## src/rtl/sm_pkg.sv

```systemverilog
// Shared encodings for the instruction-sequencing controller: FSM states,
// opcode classes, ALU operations and writeback source selects.
package sm_pkg;

    typedef enum logic [2:0] {
        S_WAIT   = 3'd0,
        S_DECODE = 3'd1,
        S_WIMM   = 3'd2,
        S_GET_A  = 3'd3,
        S_GET_B  = 3'd4,
        S_EXEC   = 3'd5,
        S_WBACK  = 3'd6
    } state_t;

    localparam logic [2:0] OPC_MOV = 3'b110;
    localparam logic [2:0] OPC_ALU = 3'b101;

    localparam logic [1:0] ALU_ADD = 2'b00;
    localparam logic [1:0] ALU_CMP = 2'b01;
    localparam logic [1:0] ALU_AND = 2'b10;
    localparam logic [1:0] ALU_MVN = 2'b11;

    localparam logic [1:0] MOV_REG = 2'b00;
    localparam logic [1:0] MOV_IMM = 2'b10;

    localparam logic [1:0] VSEL_C   = 2'b00;
    localparam logic [1:0] VSEL_IMM = 2'b10;

endpackage

```

## src/rtl/sm_idec.sv

```systemverilog
// Instruction register field extraction, 8-bit immediate sign extension and
// instruction-class decode. Purely combinational.
module sm_idec
    import sm_pkg::*;
#(
    parameter int WIDTH = 16
) (
    input  logic [WIDTH-1:0] ir,
    output logic [1:0]       op,
    output logic [2:0]       rn,
    output logic [2:0]       rd,
    output logic [1:0]       sh,
    output logic [2:0]       rm,
    output logic [WIDTH-1:0] sximm8,
    output logic             is_mov_imm,
    output logic             is_mov_reg,
    output logic             is_alu,
    output logic             is_mvn,
    output logic             is_cmp
);

    logic [2:0] opcode;

    always_comb begin
        opcode = ir[15:13];
        op     = ir[12:11];
        rn     = ir[10:8];
        rd     = ir[7:5];
        sh     = ir[4:3];
        rm     = ir[2:0];
        sximm8 = {{(WIDTH-8){ir[7]}}, ir[7:0]};

        is_mov_imm = (opcode == OPC_MOV) && (op == MOV_IMM);
        is_mov_reg = (opcode == OPC_MOV) && (op == MOV_REG);
        is_alu     = (opcode == OPC_ALU);
        is_mvn     = is_alu && (op == ALU_MVN);
        is_cmp     = is_alu && (op == ALU_CMP);
    end

endmodule

```

## src/rtl/sm_controller.sv

```systemverilog
// Control FSM and instruction register: sequences register file, shifter,
// ALU and A/B/C/status registers for one instruction per start pulse.
module sm_controller
    import sm_pkg::*;
#(
    parameter int WIDTH = 16
) (
    input  logic             clk,
    input  logic             reset,
    input  logic             s,
    input  logic             load,
    input  logic [WIDTH-1:0] in,
    output logic             w,
    output logic [2:0]       readnum,
    output logic [2:0]       writenum,
    output logic             write,
    output logic             loada,
    output logic             loadb,
    output logic             loadc,
    output logic             loads,
    output logic             asel,
    output logic             bsel,
    output logic [1:0]       vsel,
    output logic [1:0]       shift,
    output logic [1:0]       ALUop,
    output logic [WIDTH-1:0] sximm8
);

    state_t           state;
    logic [WIDTH-1:0] ir;

    logic [1:0] op;
    logic [2:0] rn;
    logic [2:0] rd;
    logic [1:0] sh;
    logic [2:0] rm;
    logic       is_mov_imm;
    logic       is_mov_reg;
    logic       is_alu;
    logic       is_mvn;
    logic       is_cmp;

    sm_idec #(
        .WIDTH(WIDTH)
    ) u_idec (
        .ir        (ir),
        .op        (op),
        .rn        (rn),
        .rd        (rd),
        .sh        (sh),
        .rm        (rm),
        .sximm8    (sximm8),
        .is_mov_imm(is_mov_imm),
        .is_mov_reg(is_mov_reg),
        .is_alu    (is_alu),
        .is_mvn    (is_mvn),
        .is_cmp    (is_cmp)
    );

    // IR only accepts a new word while idle so an executing instruction is stable.
    always_ff @(posedge clk) begin
        if (reset)
            ir <= '0;
        else if (load && state == S_WAIT)
            ir <= in;
    end

    always_ff @(posedge clk) begin
        if (reset) begin
            state <= S_WAIT;
        end else begin
            case (state)
                S_WAIT:   state <= s ? S_DECODE : S_WAIT;
                S_DECODE: begin
                    if (is_mov_imm)
                        state <= S_WIMM;
                    else if (is_mov_reg || is_mvn)
                        state <= S_GET_B;
                    else if (is_alu)
                        state <= S_GET_A;
                    else
                        state <= S_WAIT;
                end
                S_WIMM:   state <= S_WAIT;
                S_GET_A:  state <= S_GET_B;
                S_GET_B:  state <= S_EXEC;
                S_EXEC:   state <= is_cmp ? S_WAIT : S_WBACK;
                S_WBACK:  state <= S_WAIT;
                default:  state <= S_WAIT;
            endcase
        end
    end

    always_comb begin
        w        = 1'b0;
        readnum  = '0;
        writenum = '0;
        write    = 1'b0;
        loada    = 1'b0;
        loadb    = 1'b0;
        loadc    = 1'b0;
        loads    = 1'b0;
        asel     = 1'b0;
        bsel     = 1'b0;
        vsel     = VSEL_C;
        shift    = 2'b00;
        ALUop    = ALU_ADD;
        case (state)
            S_WAIT:  w = 1'b1;
            S_WIMM: begin
                writenum = rn;
                vsel     = VSEL_IMM;
                write    = 1'b1;
            end
            S_GET_A: begin
                readnum = rn;
                loada   = 1'b1;
            end
            S_GET_B: begin
                readnum = rm;
                loadb   = 1'b1;
            end
            S_EXEC: begin
                shift = sh;
                ALUop = is_mov_reg ? ALU_ADD : op;
                asel  = is_mov_reg || is_mvn;
                if (is_cmp)
                    loads = 1'b1;
                else
                    loadc = 1'b1;
            end
            S_WBACK: begin
                writenum = rd;
                vsel     = VSEL_C;
                write    = 1'b1;
            end
            default: ;
        endcase
    end

endmodule

```

## config.mk

```make
export PLATFORM = sky130hd
export DESIGN_NAME = sm_controller
export DESIGN_NICKNAME = d
export VERILOG_FILES = /design/src/rtl/sm_pkg.sv /design/src/rtl/sm_idec.sv /design/src/rtl/sm_controller.sv
export SDC_FILE = /design/constraint.sdc
export NUM_CORES = 1
export LEC_CHECK = 0
export ABC_AREA = 1
export CAP_MARGIN = 20
export CORE_MARGIN = 2
export CORE_UTILIZATION = 39
export CTS_CLUSTER_SIZE = 40
export DETAILED_ROUTE_END_ITERATION = 8
export PLACE_DENSITY_LB_ADDON = 0.08
export SYNTH_ARGS = -nofsm -noshare
export SYNTH_HDL_FRONTEND = slang
export SYNTH_SLANG_ARGS = --single-unit
export TNS_END_PERCENT = 50
```

## constraint.sdc

```tcl
create_clock -name clk -period 1.7 [get_ports clk]
set_clock_uncertainty 0.1 [all_clocks]
set_input_delay 0.17 -clock clk [delete_from_list [all_inputs] [get_ports clk]]
set_output_delay 0.17 -clock clk [all_outputs]
set_load 0.03 [all_outputs]
```

==> flow_summary_export.csv <==
group,metric,value,unit
place,hpwlAfterDp,1970,microns
finish,diodes,0,
setup_path,cp-end-kind,"output port",
sta,fin_tns_setup,0,ps
job,drv_cap,0,
finish,area_growth,43.5,%
floorplanning,num_rows,19,
finish,nFillCells,265,
sta,period_share,95.3,%
setup_path,path_max_fanout,6,
clock_network,clock_sinks,19,
finish,drive_gt1_share,30.8,%
clock_network,root_buffer,"clkbuf_4",
synth,yosysSeqAreaShare,34.2,%
place,port_buffers,53,
clock_network,clock_path_buffers,2,
drt,vias,1034,
global_route,grt_pass1_vias,925,
clock_network,htree_levels,1,
power,power.leakage,0.692,nW
global_route,grt_pass1_wl,4000,microns
setup_path,arrival,1350,ps
clock_network,cts_tree,"yes",
synth,syn_area,1110,sq um
setup_path,r2r_setup_slack,330,ps
global_route,grt_overflow_total,0,
drt,wl_per_cell,11.5,microns
drt,drcViolationCount,0,
clock_network,cts_hold_buf,0,
finish,mostFrequentLayoutCells,"clkdlybuf4s50_1 (26), nor2_1 (23), buf_4 (19)",
setup_path,critPathLaunchType,"flip-flop",
clock_network,clk_latency,290,ps
floorplanning,top_level_ports,56,
floorplanning,dieArea,3300,sq um
drt,dr.pass1.iters,3,
finish,layout.cells.non_filler,216,
setup_path,crit_type,"flip-flop to output port",
drt,drtIter0Drc,14,
global_route,antenna_found_initial,0,
floorplanning,die_w,57.4,microns
sta,setup_violations,0,
sta,finalMaxSlewViolations,0,
clock_network,cts_made_buffers,3,
sta,rsz0062_at_grt,"yes",
floorplanning,die_h,57.4,microns
drt,viasPerCell,4.79,
finish,multiInputGateArea,534,sq um
global_route,grt_max_degree,20,
synth,ys_warn_count,0,
sta,fmax,0.617,GHz
synth,synth_cell_types,17,
floorplanning,start_util,40.7,%
outcome,outcome,"finished, final reports clean",
clock_network,postCtsSetupBuffers,0,
power,p_per_area,642,nW/um^2
finish,register_area,389,sq um
power,irDropWorstVdd,0.453,mV
global_route,grt_usage,15.7,%
place,place.gp.congestion,0.808,
setup_path,critPathRequiredTime,1430,ps
drt,ant_nets,0,
floorplanning,core,2730,sq um
worst_hold_path,min_path_type,"primary input to flip-flop",
sta,finalCriticalPeriod,1620,ps
synth,syn_avg_cell_area,7.72,sq um
synth,synthCells,144,
sta,finalHoldViolations,0,
finish,layout.nets,206,
synth,synth_seq_cells,19,
drt,routed_wl,2470,microns
finish,final_common_cell,"clkdlybuf4s50_1",
clock_network,clk_pin_slew_worst_paths,100,ps
place,dpl.cell_count,212,
kinds of logic (layout without fill, tap and decap cells):
logic type	count (synthesis)	after routing	share of synthesized area [%]
DFF	19	19	34.2
AOI/OAI and AO/OA	28	28	22.9
buffers and inverters	44	84	22.6
and+or+nand+nor	52	52	19.9
other	1	2	0.337
metal layers:
layer  up-vias  wire [microns]  global-route usage, %
met2        37            1310                   28.7
met5         -               0                      0
met1       460             930                   16.4
li1        533               -                      -
met4         0              45                   7.31
met3         4             188                   4.54
through the flow:
stage	power, mW	worst slack, ps	area (sq um)	hold WS, ps	util (%)
4_1_cts	1.04	23.0	1560	348	57.1
2_1_floorplan	0.745	108	1140	236	-
3_3_place_gp	0.821	162	1540	375	56.5
3_5_place_dp	0.826	98.8	1540	388	56.5
6_report	1.03	80.1	1600	355	58.4
5_1_grt	1.09	-28.8	1600	343	58.4
report_power, final:
| group | switching [mW] | total [mW] | internal, mW |
|---|---|---|---|
| combinational | 0.174 | 0.302 | 0.128 |
| sequential | 0.0227 | 0.498 | 0.475 |
| clock | 0.134 | 0.225 | 0.0913 |
| total | 0.331 | 1.03 | 0.695 |
Yosys cell counts:
| master | n | area share, % |
|---|---|---|
| nand2_1 | 15 | 5.1 |
| nand3_1 | 7 | 3.1 |
| a211oi_2 | 14 | 16 |
| o211ai_1 | 1 | 0.68 |
| o22ai_1 | 6 | 3.4 |
| buf_4 | 18 | 12 |
| nand4_1 | 1 | 0.56 |
| a21oi_1 | 6 | 2.7 |
| inv_1 | 21 | 7.1 |
| dfxtp_1 | 19 | 34 |
| nand2_2 | 1 | 0.56 |
| nor3_4 | 1 | 1.5 |
| nor2_1 | 27 | 9.1 |
| o21ai_0 | 1 | 0.45 |
| buf_6 | 2 | 2.0 |
| buf_2 | 3 | 1.3 |
| conb_1 | 1 | 0.34 |
final timing paths:
kind / from / endpoint / cells after the start
setup / recovery: state[2]$_SDFF_PP0_ / readnum[1] / 5
hold / removal: in[14] / ir[14]$_SDFFE_PP0P_ / 3
setup reg to reg: state[0]$_SDFF_PP0_ / ir[7]$_SDFFE_PP0P_ / 6
hold reg to reg: ir[3]$_SDFFE_PP0P_ / ir[3]$_SDFFE_PP0P_ / 2
area by class of cell:
type | instances | share of cell area, %
timing repair buffer | 59 | 33.2
sequential | 19 | 24.4
inverter | 21 | 4.94
tap | 31 | 2.43
clock buffer | 4 | 1.65
multi-input combinational | 82 | 33.5
registers in the layout, summed over array words and instances (netlist names):
| register | cells |
|---|---|
| ir | 16 |
| state | 3 |
worst max-delay path, cell delays in order (launching register included):
cell and delay (ps):
dfxtp_4 380, inv_2 80, nand3_1 90, buf_4 170, o22ai_1 160, buf_4 190
timing repair:
item                       in CTS  in global routing
resized for setup              18                 13
setup endpoints to repair      23                 14
pin swaps                       0                  2
Power figures use the tool's default switching activity.
